$ cat config.mk
export PLATFORM = sky130hd
export DESIGN_NAME = l1c_xmon
export DESIGN_NICKNAME = d
export VERILOG_FILES = /design/src/rtl/l1c_xmon.sv
export SDC_FILE = /design/constraint.sdc
export NUM_CORES = 1
export LEC_CHECK = 0
export ABC_CLOCK_PERIOD_IN_PS = 2300
export CAP_MARGIN = 20
export CORE_MARGIN = 2
export CORE_UTILIZATION = 45
export CTS_CLUSTER_SIZE = 16
export DETAILED_ROUTE_END_ITERATION = 6
export PLACE_DENSITY = 0.87
export SLEW_MARGIN = 5
export SYNTH_ARGS = -nofsm -noshare
export SYNTH_HDL_FRONTEND = slang
export SYNTH_SLANG_ARGS = --single-unit
$ cat constraint.sdc
create_clock -name clk -period 2.3 [get_ports clk]
set_input_delay 0.69 -clock clk [delete_from_list [all_inputs] [get_ports clk]]
set_output_delay 0.69 -clock clk [all_outputs]
set_load 0.05 [all_outputs]
$ cat src/rtl/l1c_xmon.sv
// Single-reservation LR/SC exclusive monitor feeding the L1 exclusive-write path.
// Optional reservation lifetime bound enabled by defining L1C_XMON_TIMEOUT_EN.
module l1c_xmon #(
  parameter int ADDR_WIDTH = 32,
  parameter int GRAN_WIDTH = 4,
  parameter int TIMEOUT    = 255
) (
  input  logic                           clk,
  input  logic                           rstn,
  input  logic [ADDR_WIDTH-1:0]          core_paddr,
  input  logic                           lr_vld,
  input  logic                           sc_vld,
  input  logic                           xmon_clr,
  input  logic                           snp_vld,
  input  logic [ADDR_WIDTH-1:0]          snp_addr,
  output logic                           xmon_xstate,
  output logic                           resv_vld,
  output logic [ADDR_WIDTH-GRAN_WIDTH-1:0] resv_addr
);

  localparam int TAG_W = ADDR_WIDTH - GRAN_WIDTH;

  function automatic logic [TAG_W-1:0] gran_tag(input logic [ADDR_WIDTH-1:0] addr);
    return addr[ADDR_WIDTH-1:GRAN_WIDTH];
  endfunction

  logic                  resv_vld_q, resv_vld_d;
  logic [TAG_W-1:0]      resv_addr_q, resv_addr_d;
  logic                  snp_vld_q;
  logic [ADDR_WIDTH-1:0] snp_addr_q;
  logic                  snp_hit_s;
  logic                  lr_race_s;
  logic                  expire_s;
  logic                  xstate_s;
  logic                  unused_bits_s;

  // Offset bits inside a granule never take part in any compare.
  assign unused_bits_s = ^{core_paddr[GRAN_WIDTH-1:0], snp_addr_q[GRAN_WIDTH-1:0]};

  // Registered snoop stage: other masters' write handshakes, one cycle late.
  always_ff @(posedge clk or negedge rstn) begin
    if (!rstn) begin
      snp_vld_q  <= 1'b0;
      snp_addr_q <= '0;
    end else begin
      snp_vld_q  <= snp_vld;
      snp_addr_q <= snp_addr;
    end
  end

`ifdef L1C_XMON_TIMEOUT_EN
  localparam int CNT_W = $clog2(TIMEOUT + 1);
  localparam logic [CNT_W-1:0] TO_VAL  = CNT_W'(TIMEOUT);
  localparam logic [CNT_W-1:0] CNT_MAX = {CNT_W{1'b1}};

  logic [CNT_W-1:0] cnt_q, cnt_d;

  // Reservation age: restarts on every LR, saturates instead of wrapping.
  always_comb begin
    cnt_d = cnt_q;
    if (lr_vld) begin
      cnt_d = '0;
    end else if (resv_vld_q && (cnt_q != CNT_MAX)) begin
      cnt_d = cnt_q + {{(CNT_W-1){1'b0}}, 1'b1};
    end else begin
      cnt_d = cnt_q;
    end
  end

  // Age counter register.
  always_ff @(posedge clk or negedge rstn) begin
    if (!rstn) begin
      cnt_q <= '0;
    end else begin
      cnt_q <= cnt_d;
    end
  end

  assign expire_s = resv_vld_q && (cnt_q == TO_VAL);
`else
  localparam int TIMEOUT_UNUSED = TIMEOUT;
  assign expire_s = 1'b0;
`endif

  // Conflict detection and prioritized reservation update.
  always_comb begin
    snp_hit_s   = snp_vld_q && resv_vld_q && (gran_tag(snp_addr_q) == resv_addr_q);
    // A write already in flight to the new LR granule predates the reservation.
    lr_race_s   = snp_vld_q && (gran_tag(snp_addr_q) == gran_tag(core_paddr));
    resv_vld_d  = resv_vld_q;
    resv_addr_d = resv_addr_q;
    if (xmon_clr || sc_vld || snp_hit_s || expire_s) begin
      resv_vld_d = 1'b0;
    end else if (lr_vld) begin
      if (lr_race_s) begin
        resv_vld_d = 1'b0;
      end else begin
        resv_vld_d  = 1'b1;
        resv_addr_d = gran_tag(core_paddr);
      end
    end else begin
      resv_vld_d = resv_vld_q;
    end
    xstate_s = resv_vld_q && (gran_tag(core_paddr) == resv_addr_q) && !snp_hit_s && !xmon_clr;
  end

  // Reservation register.
  always_ff @(posedge clk or negedge rstn) begin
    if (!rstn) begin
      resv_vld_q  <= 1'b0;
      resv_addr_q <= '0;
    end else begin
      resv_vld_q  <= resv_vld_d;
      resv_addr_q <= resv_addr_d;
    end
  end

  // xmon_xstate must react to a same-cycle clear or snoop hit, so it stays combinational.
  assign xmon_xstate = xstate_s;
  assign resv_vld    = resv_vld_q;
  assign resv_addr   = resv_addr_q;

endmodule

# Word-level counts from Yosys, hierarchy flattened
# Cells that the tools add are included.
dict set report classes {
  n_eq_ne 3
  mux 3
  bitwise_logic 2
  reduce_logical 12
}
# op n
set op_table {}
lappend op_table {{$eq A28 B28 Y1} 3}
lappend op_table {{$logic_and A1 B1 Y1} 6}
lappend op_table {{$mux W1} 3}
lappend op_table {{$reduce_and A3 Y1} 1}
lappend op_table {{$logic_not A1 Y1} 2}
lappend op_table {{$logic_or A1 B1 Y1} 2}
lappend op_table {{$not A1 Y1} 2}
lappend op_table {{$reduce_bool A2 Y1} 1}
dict set report word_totals {
  ff_bits 62
  in_bits 70
  output_inout_bits 30
  word_cells 24
}

# Depth between registers and ports, before layout
# Gate-level depths: netlist of run 1.
dict set report depth {
  depth_word 5
  ltp_mapped 8
  ltp_nobuf 6
}

# Least setup slack after synthesis of run 1
# No wires, ideal clock.
dict set report synth_timing {
  kind {flip-flop to output port}
  from {register resv_addr_q[18], in the netlist resv_addr[18]}
  to {output xmon_xstate}
  arrival_time_ns 2.401
  required_time_ns 1.610
  slack_ns -0.791
  stages_incl_launch_ff 6
  path_buffers 0
  cell_sequence {dfrtp_1 -> xnor2_1 -> nand4_1 -> nor4b_1 -> nand3_1 -> nor3_1}
}
dict set report synth_via {
  elab_chain_len 5
  elab_cells_between_ends 7
  cone_classes {eq/ne (2); reduce/logical (5)}
}
# item line
set synth_lines {}
lappend synth_lines {{start: declaration} 28} ;# logic [TAG_W-1:0] resv_addr_q, resv_addr_d;
lappend synth_lines {{start signal: assignment} 114} ;# resv_addr_q <= resv_addr_d;
lappend synth_lines {{$eq A28 B28 Y1} 87} ;# snp_hit_s = snp_vld_q && resv_vld_q && (gran_tag(snp_addr_q) == resv_addr_q);
lappend synth_lines {{$logic_and A1 B1 Y1} 87}
lappend synth_lines {{$logic_not A1 Y1} 104} ;# xstate_s = resv_vld_q && (gran_tag(core_paddr) == resv_addr_q) && !snp_hit_s && !xmon_clr;
lappend synth_lines {{$logic_and A1 B1 Y1 * (2 in series)} 104}
lappend synth_lines {{end: declaration} 16} ;# output logic xmon_xstate,
# Every way passes the cells marked *; elsewhere a longest branch is shown, timed or not.

# Worst setup path in the final report of run 1
dict set report layout_timing {
  from {input xmon_clr}
  to {output xmon_xstate}
}
dict set report layout_via {
  elab_chain_len 2
}
# item line
set layout_lines {}
lappend layout_lines {{start: declaration} 13} ;# input logic xmon_clr,
lappend layout_lines {{$logic_not A1 Y1} 104}
lappend layout_lines {{$logic_and A1 B1 Y1} 104}
# Every way passes these cells.

==> results.md, run 1 <==
- Sw Share: 0.346
- Switching power total: 1.23 mW
- Number of synthesized flops with an enable pin: 0
- Class of the most critical hold timing path: primary input to asynchronous set/reset pin
- Area share of the largest cell type after synthesis: 0.511
- DR vias/cell: 5.03
- Chip width: 83.4 µm
- Worst vdd rail ir drop: 474 µV
- Cell count of the worst reg-to-reg path: 9
- Total nets after synthesis: 280
- Number of buffers created by CTS: 9
- Routed len/inst: 17.9 µm
- Number of synthesized register bits: 58
- Post-Route Skew: 8.19 ps
- Maximum count of clock buffers along a single path: 2
- Post-cts hold buffer count: 0
- Maximum fanout along the worst path: 2
- Global route total overflow: 0
- Final WL: 7860 µm
- Final count of negative-setup-slack endpoints: 29
- Start of the worst register-to-register path: resv_addr[12]$_DFFE_PN0P_
- Element type at the critical path end: output pin
- Maximum number of pins on one net before global-route repair: 59
- Worst skew pair latency: 340 ps
- WP data required: 1610 ps
- Post-route cell area: 0.00457 mm²
- Share of the clock period used by the worst path after layout: 1.20
- Port Buffers: 91
- Ant. Diodes: 0
- Cell Area, Placed: 0.00420 mm²
- Max-slew violation count: 0
- Std-Cell Core Area: 0.00603 mm²
- TNS Setup: -7020 ps
- Max-capacitance violation count: 0
- Shortest period the worst path allows: 2750 ps
- Count of unresolved DRC violations after routing: 0
- Tightest Pin Transition: 506 ps
- Synth async-reset ratio: 1.00
- Number of iterations in the first detailed-routing pass: 4
- Vias after detailed routing: 2205
- Antenna violations before repair: 0
- Combinational Power Share: 0.358
- CTS clock-pin slew for the worst setup and hold paths: 60 ps
- Dominant cells by area after synthesis: sky130_fd_sc_hd__dfrtp_1, sky130_fd_sc_hd__xor2_1, sky130_fd_sc_hd__mux2_4
- CTS Root Cell: sky130_fd_sc_hd__clkbuf_8
- Launching element of the worst setup path: xmon_clr
- Yosys top cell by area: sky130_fd_sc_hd__dfrtp_1
- Total of fill cells in the finished design: 404
- Static Leakage: 2.08 nW
- Routability Congestion: 0.844
- Setup ws final: -449 ps
- Number of violations reported at the end of detailed-routing iteration 0: 84
- Chip height: 83.4 µm
- Most numerous cell types in the synthesized netlist: sky130_fd_sc_hd__dfrtp_1, sky130_fd_sc_hd__xor2_1, sky130_fd_sc_hd__xnor2_1
- Count of unique library cells instantiated by Yosys: 16
- Layout cell share with drive strength beyond 1: 0.452
- Average instance area after synthesis: 13.5 µm²
- Clk network pwr share: 0.277
- Unrepaired setup endpoints after global routing: true
- Synth warnings: 0
- Type of element launching the critical path: primary input
- Effective utilization at floorplan: 0.471
- Portion of total power attributed to sequential cells: 0.366
- Layout Nets: 428
- I/O pin total: 100
- Crit Path Category: primary input to output pin
- Internal cell power: 2.33 mW
- H-tree level count: 3
- Die Footprint: 0.00696 mm²
- Sum of net half-perimeters after detailed placement: 5350 µm
- Proportion of synthesized chip area in sequential cells: 0.511
- Area overhead of the layout relative to synthesis: 61.0%
- Total Power Consumption: 3.56 mW
- Synth Flop Type: sky130_fd_sc_hd__dfrtp_1
- Wire length of the first global-routing pass: 12200 µm
- Outcome: finished with violations
- Site row count: 28
- Worst slew margin relative to its limit: 0.662
- Worst slack after detailed placement: -808 ps
- Number of global-route vias before repair: 2363
- Total standard cell area after synthesis: 0.00284 mm²
- Global router's overall resource usage: 0.229
- Clk sink count: 58
- Violations in the final reports: negative setup slack
- Number of hold violations in the final report: 0
- Crit path DAT: 2060 ps
- Worst hold slack: 350 ps
- TritonCTS clock tree: done
- Power density normalized to cell area: 779 mW/mm²
- Post-synthesis cell count: 210
- Max Clk Rate: 364 MHz
- DRT antenna net count: 0
-- worst max-delay path, stage by stage --
cell	delay, ps
sky130_fd_sc_hd__clkdlybuf4s50_1	490
sky130_fd_sc_hd__nor4b_4	350
sky130_fd_sc_hd__nand3_2	150
sky130_fd_sc_hd__nor3_4	200
sky130_fd_sc_hd__buf_12	170
-- what timing repair did --
| item | in CTS | in global routing |
|---|---|---|
| setup buffers | 3 | 1 |
| resized for setup | 66 | 38 |
| setup endpoints to repair | 31 | 37 |
| pin swaps | 14 | 14 |
| cloned | 2 | 0 |
-- registers in the layout, summed over array words and instances, names as in the netlist --
signal / flops
snp_vld_q: 1
resv_vld: 1
snp_addr_q: 28
resv_addr: 28
-- path summary, 6_finish.rpt --
path	end	slack, ps
max	xmon_xstate	-450
min	resv_addr[12]$_DFFE_PN0P_	350
max reg2reg	resv_addr[21]$_DFFE_PN0P_	-170
min reg2reg	resv_addr[26]$_DFFE_PN0P_	580
max in group asynchronous	resv_addr[19]$_DFFE_PN0P_	1680
min in group clk	resv_addr[26]$_DFFE_PN0P_	580
-- power by group through the flow --
stage / logic (mW) / registers (mW) / clock network [mW]
2_1_floorplan: 0.358 / 1.64 / 0
3_3_place_gp: 1.21 / 1.30 / 0
3_5_place_dp: 1.22 / 1.31 / 0
4_1_cts: 1.27 / 1.30 / 0.993
5_1_grt: 1.34 / 1.32 / 1.05
6_report: 1.27 / 1.30 / 0.984
-- logic make-up after synthesis --
group,share of synthesized area
buffers and inverters,0.0119
flip-flops,0.511
XOR/XNOR,0.259
multiplexers,0.138
AO/OA/AOI/OAI,0.00573
AND/OR/NAND/NOR,0.0745
-- metrics by stage --
| stage | util | instances |
|---|---|---|
| final | 0.759 | 438 |
| after global routing | 0.759 | 438 |
| after CTS | 0.755 | 438 |
| after detailed placement | 0.696 | 417 |
| after global placement | 0.696 | 417 |
| after floorplan | - | 210 |
-- area by class of cell --
cell class                 count  area, µm²  area share
sequential                    58       1470       0.322
tap                           75       93.8      0.0205
clock inverter                 2       35.0     0.00766
multi-input combinational    149       1530       0.335
clock buffer                  14        173      0.0378
timing repair buffer         140       1270       0.278
-- metal layers --
| layer | global-route usage | share of wire | vias up |
|---|---|---|---|
| li1 | - | - | 1020 |
| met1 | 0.295 | 0.40 | 1075 |
| met2 | 0.372 | 0.50 | 90 |
| met3 | 0.0636 | 0.074 | 20 |
| met4 | 0.0806 | 0.026 | 0 |
| met5 | 0 | 0 | - |
-- placed cells by master, fill, tap and decap left out, types with 7 or more instances in the layout --
cell / Yosys / routed
sky130_fd_sc_hd__buf_4: 0 / 57
sky130_fd_sc_hd__buf_6: 3 / 7
sky130_fd_sc_hd__clkbuf_2: 0 / 8
sky130_fd_sc_hd__clkbuf_8: 0 / 12
sky130_fd_sc_hd__clkdlybuf4s50_1: 0 / 33
sky130_fd_sc_hd__dfrtp_1: 58 / 43
sky130_fd_sc_hd__dfrtp_2: 0 / 15
sky130_fd_sc_hd__dlygate4sd2_1: 0 / 11
sky130_fd_sc_hd__dlymetal6s2s_1: 0 / 9
sky130_fd_sc_hd__mux2_2: 8 / 8
sky130_fd_sc_hd__mux2_4: 20 / 20
sky130_fd_sc_hd__nand4_1: 9 / 9
sky130_fd_sc_hd__nor4_2: 0 / 8
sky130_fd_sc_hd__xnor2_1: 26 / 21
sky130_fd_sc_hd__xor2_1: 58 / 55
No activity file was read; power rests on OpenSTA's default activity.
==> inputs of run 2 (changes only) <==
- GPL_TIMING_DRIVEN: unset -> 0
==> run 2 against run 1 <==
Net effect: the run still ends with negative setup slack left; first-iteration DRC count rose by 21%; fmax up 3.6%; sequential cell count did not move; register-to-register slack got worse by 40 ps; sequential share of layout area is 0.15 points higher; highest routed layer unchanged; via count down 4.0%; setup slack improved by 95 ps; non-clock buffer count fell by 32.
==> results.md, run 2 (synthesis gave the netlist of run 1 again) <==
- Outcome: finished with violations
- Violations in the final reports: negative setup slack
- Worst-case register-to-register setup slack: -210 ps
- CTS Root Cell: sky130_fd_sc_hd__clkbuf_8
- Maximum cell stage delay along the critical path: 550 ps
- I/O pin total: 100
- Vias after detailed routing: 2117
- Die Footprint: 0.00696 mm²
- TritonCTS clock tree: done
- Maximum number of pins on one net before global-route repair: 31
- Cell Area, Placed: 0.00391 mm²
- WP data required: 1610 ps
- Post-Route Skew: 10.9 ps
- Tightest Pin Transition: 701 ps
- Area overhead of the layout relative to synthesis: 60.4%
- Number of global-route vias before repair: 2321
- Number of iterations in the first detailed-routing pass: 4
- Ordered list of cells on the worst path: xnor2_2 > nand4_1 > or4_4 > nor2_4 > nor3_4 > buf_6
- Crit Path Category: flip-flop to output pin
- Sum of net half-perimeters after detailed placement: 5410 µm
- Final WL: 8230 µm
- Number of violations reported at the end of detailed-routing iteration 0: 102
- DR vias/cell: 5.21
- Global route total overflow: 0
- Most common cell after layout, fill and taps aside: sky130_fd_sc_hd__xor2_1
- Commonest cells after routing, fill and taps aside: sky130_fd_sc_hd__xor2_1, sky130_fd_sc_hd__dfrtp_1, sky130_fd_sc_hd__clkdlybuf4s50_1
- Static Leakage: 2.05 nW
- Antenna violations before repair: 0
- Number of hold violations in the final report: 0
- Worst slack after detailed placement: -1430 ps
- Unrepaired setup endpoints after global routing: true
- Worst skew pair latency: 340 ps
- Worst Path Buf+Inv: 1
- Element type at the critical path end: output pin
- Worst R2R End: resv_addr[26]$_DFFE_PN0P_
- Max Clk Rate: 377 MHz
- CTS clock-pin slew for the worst setup and hold paths: 70 ps
- Max-slew violation count: 0
- Crit path DAT: 1960 ps
- Start of the worst register-to-register path: resv_addr[12]$_DFFE_PN0P_
- Clk sink count: 58
- Power density normalized to cell area: 843 mW/mm²
- Class of the most critical hold timing path: primary input to asynchronous set/reset pin
- Routability Congestion: 0.832
- Worst vdd rail ir drop: 531 µV
- Chip width: 83.4 µm
- Port Buffers: 91
- Maximum count of clock buffers along a single path: 2
- Max-capacitance violation count: 0
- H-tree level count: 3
- Critical Path Slowest Stage Cell: sky130_fd_sc_hd__or4_4
- Number of buffers created by CTS: 9
- Setup ws final: -354 ps
- Layout cell share with drive strength beyond 1: 0.420
- Effective utilization at floorplan: 0.471
- Post-route cell area: 0.00455 mm²
- Layout Nets: 396
- Count of unresolved DRC violations after routing: 0
- Maximum fanout along the worst path: 4
- Worst slew margin relative to its limit: 0.532
- Final count of negative-setup-slack endpoints: 29
- Share of the clock period used by the worst path after layout: 1.15
- Std-Cell Core Area: 0.00603 mm²
- DRT antenna net count: 0
- Chip height: 83.4 µm
- Wire length of the first global-routing pass: 12100 µm
- Cell count of the worst reg-to-reg path: 8
- Kind of cell with the highest combined delay on the critical path: simple AND/OR/NAND/NOR gates
- Site row count: 28
- Shortest period the worst path allows: 2650 ps
- Global router's overall resource usage: 0.230
- Ant. Diodes: 0
- Type of element launching the critical path: flip-flop
- Routed len/inst: 20.3 µm
-- run 2: cell types whose count changed in the layout (fill, tap and decap cells not counted), moves of 6 or more --
cell                              previous run  this run
sky130_fd_sc_hd__clkdlybuf4s50_1            33        40
sky130_fd_sc_hd__xor2_1                     55        47
sky130_fd_sc_hd__xnor2_1                    21        15
sky130_fd_sc_hd__xor2_2                      3        11
sky130_fd_sc_hd__buf_4                      57         9
sky130_fd_sc_hd__xnor2_2                     4        11
sky130_fd_sc_hd__dlymetal6s2s_1              9        15
-- run 2: worst max-delay path by stage --
stage / cells after the start / endpoint / startpoint
floorplan: 4 / xmon_xstate / core_paddr[10]
finish: 6 / xmon_xstate / resv_addr[12]$_DFFE_PN0P_
CTS: 6 / xmon_xstate / resv_addr[12]$_DFFE_PN0P_
detailed placement: 6 / xmon_xstate / core_paddr[9]
global route: 6 / xmon_xstate / resv_addr[5]$_DFFE_PN0P_
global placement: 1 / resv_addr[3]$_DFFE_PN0P_ / rstn
-- run 2: metrics by stage --
stage | util | TNS (ps) | cells | hold WS [ps] | power (mW)
floorplan | - | -133 | 210 | 394 | 2.00
global placement | 0.647 | -96590 | 376 | 553 | 2.43
detailed placement | 0.649 | -24190 | 377 | 561 | 2.46
CTS | 0.731 | -3820 | 403 | 426 | 3.77
global route | 0.756 | -5060 | 406 | 448 | 3.97
finish | 0.756 | -3470 | 406 | 395 | 3.84
-- run 2: layout make-up --
type | instances | area, µm²
Buffer | 2 | 40.0
Clock buffer | 11 | 141
Clock inverter | 5 | 125
Fill cell | 380 | 1470
Multi-Input combinational cell | 149 | 1640
Sequential cell | 58 | 1470
Tap cell | 75 | 93.8
Timing Repair Buffer | 106 | 1040
-- run 2: where the power goes --
group          leakage [nW]  internal [mW]  switching (mW)
registers             0.666           1.15           0.182
logic                  1.25          0.555           0.675
clock network         0.134          0.858           0.418
total                  2.05           2.56            1.28
-- run 2: metal layers --
metal | global-route usage | vias up | part of all wire
li1 | - | 947 | -
met4 | 0.0762 | 0 | 0.014
met5 | 0 | - | 0
met3 | 0.0606 | 12 | 0.068
met2 | 0.390 | 87 | 0.52
met1 | 0.287 | 1071 | 0.40
-- run 2: timing repair --
action / 4_1_cts / 5_1_grt
resized for setup: 100 / 58
hold buffers: 0 / 0
endpoints found under the setup margin: 31 / 45
buffers inserted: 8 / 5
gates cloned: 2 / 0
pin swaps: 20 / 19
-- run 2: worst reg2reg max path: cells and delay by family, from the launching register on --
| family | cells | cell delay [ps] |
|---|---|---|
| AO/OA/AOI/OAI | 1 | 210 |
| XOR/XNOR | 1 | 170 |
| buffers and inverters | 2 | 470 |
| flip-flops | 1 | 450 |
| multiplexers | 1 | 290 |
| AND/OR/NAND/NOR | 3 | 800 |
==> inputs of run 3 (changes only) <==
- CAP_MARGIN: 20 -> unset
==> run 3 against run 2 <==
Net effect: the run still ends with negative setup slack left; combinational power about the same; clock power about the same; core utilization did not move; power is the same; sequential share of layout area unchanged; highest routed layer unchanged.
==> results.md, run 3 (synthesis gave the netlist of run 1 again) <==
- Combinational Power Share: 0.320
- Wire length of the first global-routing pass: 12100 µm
- CTS clock-pin slew for the worst setup and hold paths: 70 ps
- Number of global-route vias before repair: 2321
- Sw Share: 0.332
- Chip height: 83.4 µm
- DR vias/cell: 5.21
- Class of the most critical hold timing path: primary input to asynchronous set/reset pin
- Layout cell share with drive strength beyond 1: 0.420
- Number of buffers created by CTS: 9
- Commonest cells after routing, fill and taps aside: sky130_fd_sc_hd__xor2_1, sky130_fd_sc_hd__dfrtp_1, sky130_fd_sc_hd__clkdlybuf4s50_1
- Site row count: 28
- Ordered list of cells on the worst path: xnor2_2 > nand4_1 > or4_4 > nor2_4 > nor3_4 > buf_6
- Maximum number of pins on one net before global-route repair: 31
- Port Buffers: 91
- Worst hold slack: 395 ps
- Most common cell after layout, fill and taps aside: sky130_fd_sc_hd__xor2_1
- H-tree level count: 3
- Outcome: finished with violations
- Power density normalized to cell area: 843 mW/mm²
- Worst slew margin relative to its limit: 0.532
- Antenna violations before repair: 0
- Portion of total power attributed to sequential cells: 0.347
- Critical Path Slowest Stage Cell: sky130_fd_sc_hd__or4_4
- Number of iterations in the first detailed-routing pass: 4
- Total of fill cells in the finished design: 380
- Area overhead of the layout relative to synthesis: 60.4%
- Layout Nets: 396
- Maximum count of clock buffers along a single path: 2
- WP data required: 1610 ps
- Maximum fanout along the worst path: 4
- Die Footprint: 0.00696 mm²
- Final WL: 8230 µm
- Worst vdd rail ir drop: 531 µV
- Final count of negative-setup-slack endpoints: 29
- Crit Path Category: flip-flop to output pin
- Type of element launching the critical path: flip-flop
- Internal cell power: 2.56 mW
- Chip width: 83.4 µm
- Post-Route Skew: 10.9 ps
- Unrepaired setup endpoints after global routing: true
- DRT antenna net count: 0
- Maximum cell stage delay along the critical path: 550 ps
- Vias after detailed routing: 2117
- Element type at the critical path end: output pin
- Routed len/inst: 20.3 µm
- Kind of cell with the highest combined delay on the critical path: simple AND/OR/NAND/NOR gates
- Tightest Pin Transition: 701 ps
- Worst Path Buf+Inv: 1
- Global router's overall resource usage: 0.230
- CTS Root Cell: sky130_fd_sc_hd__clkbuf_8
- TritonCTS clock tree: done
- Std-Cell Core Area: 0.00603 mm²
- Violations in the final reports: negative setup slack
- Crit path DAT: 1960 ps
- Global route total overflow: 0
- Worst skew pair latency: 340 ps
- Worst slack after detailed placement: -1430 ps
- Post-cts hold buffer count: 0
- Clk sink count: 58
- Static Leakage: 2.05 nW
- Sum of net half-perimeters after detailed placement: 5410 µm
- Share of the clock period used by the worst path after layout: 1.15
- Clk network pwr share: 0.332
- Effective utilization at floorplan: 0.471
- Ant. Diodes: 0
- Number of violations reported at the end of detailed-routing iteration 0: 102
- Area used by multi-input combinational logic: 0.00164 mm²
- Switching power total: 1.28 mW
- I/O pin total: 100
- Max-slew violation count: 0
- Routability Congestion: 0.832
- Number of hold violations in the final report: 0
- Count of unresolved DRC violations after routing: 0
- Storage element area: 0.00147 mm²
- Setup ws final: -354 ps
- Max Clk Rate: 377 MHz
- Shortest period the worst path allows: 2650 ps
- Max-capacitance violation count: 0
==> run 3: cell counts in the layout (fill, tap and decap cells not counted) <==
No cell type changed its count.
==> run 3: what timing repair did <==
item                                    4_1_cts  5_1_grt
resized for setup                           100       58
pin swaps                                    20       19
endpoints found under the setup margin       31       45
cloned                                        2        0
buffers inserted                              8        5
==> run 3: power by group through the flow <==
stage / clock network (mW) / registers, mW / logic [mW]
2_1_floorplan: 0 / 1.64 / 0.358
3_3_place_gp: 0 / 1.32 / 1.11
3_5_place_dp: 0 / 1.33 / 1.13
4_1_cts: 1.27 / 1.32 / 1.19
5_1_grt: 1.34 / 1.35 / 1.28
6_report: 1.28 / 1.33 / 1.23
==> run 3: final timing paths <==
path | start | to | slack (ps) | cells past startpoint
setup / recovery | resv_addr[12]$_DFFE_PN0P_ | xmon_xstate | -350 | 6
hold reg to reg | resv_addr[26]$_DFFE_PN0P_ | resv_addr[26]$_DFFE_PN0P_ | 580 | 1
min in group clk | resv_addr[26]$_DFFE_PN0P_ | resv_addr[26]$_DFFE_PN0P_ | 580 | 1
max in group asynchronous | rstn | resv_addr[26]$_DFFE_PN0P_ | 1300 | 2
hold / removal | rstn | snp_addr_q[25]$_DFF_PN0_ | 400 | 1
setup reg to reg | resv_addr[12]$_DFFE_PN0P_ | resv_addr[26]$_DFFE_PN0P_ | -210 | 8
==> run 3: per-layer routing <==
| metal | global-route usage | part of all wire | vias to the layer above |
|---|---|---|---|
| li1 | - | - | 947 |
| met1 | 0.287 | 0.40 | 1071 |
| met2 | 0.390 | 0.52 | 87 |
| met3 | 0.0606 | 0.068 | 12 |
| met4 | 0.0762 | 0.014 | 0 |
| met5 | 0 | 0 | - |
==> run 3: stage by stage <==
| stage | setup TNS, ps | utilization | cell area [µm²] | total power, mW | std cells |
|---|---|---|---|---|---|
| finish | -3470 | 0.756 | 4550 | 3.84 | 406 |
| global route | -5060 | 0.756 | 4550 | 3.97 | 406 |
| CTS | -3820 | 0.731 | 4410 | 3.77 | 403 |
| detailed placement | -24190 | 0.649 | 3910 | 2.46 | 377 |
| global placement | -96590 | 0.647 | 3900 | 2.43 | 376 |
| floorplan | -133 | - | 2890 | 2.00 | 210 |
==> run 3: cell type report <==
cell class,instances,area share
clock buffer,11,0.0311
timing repair buffer,106,0.229
multi-input combinational,149,0.360
sequential,58,0.323
buffer,2,0.00879
clock inverter,5,0.0275
tap,75,0.0206
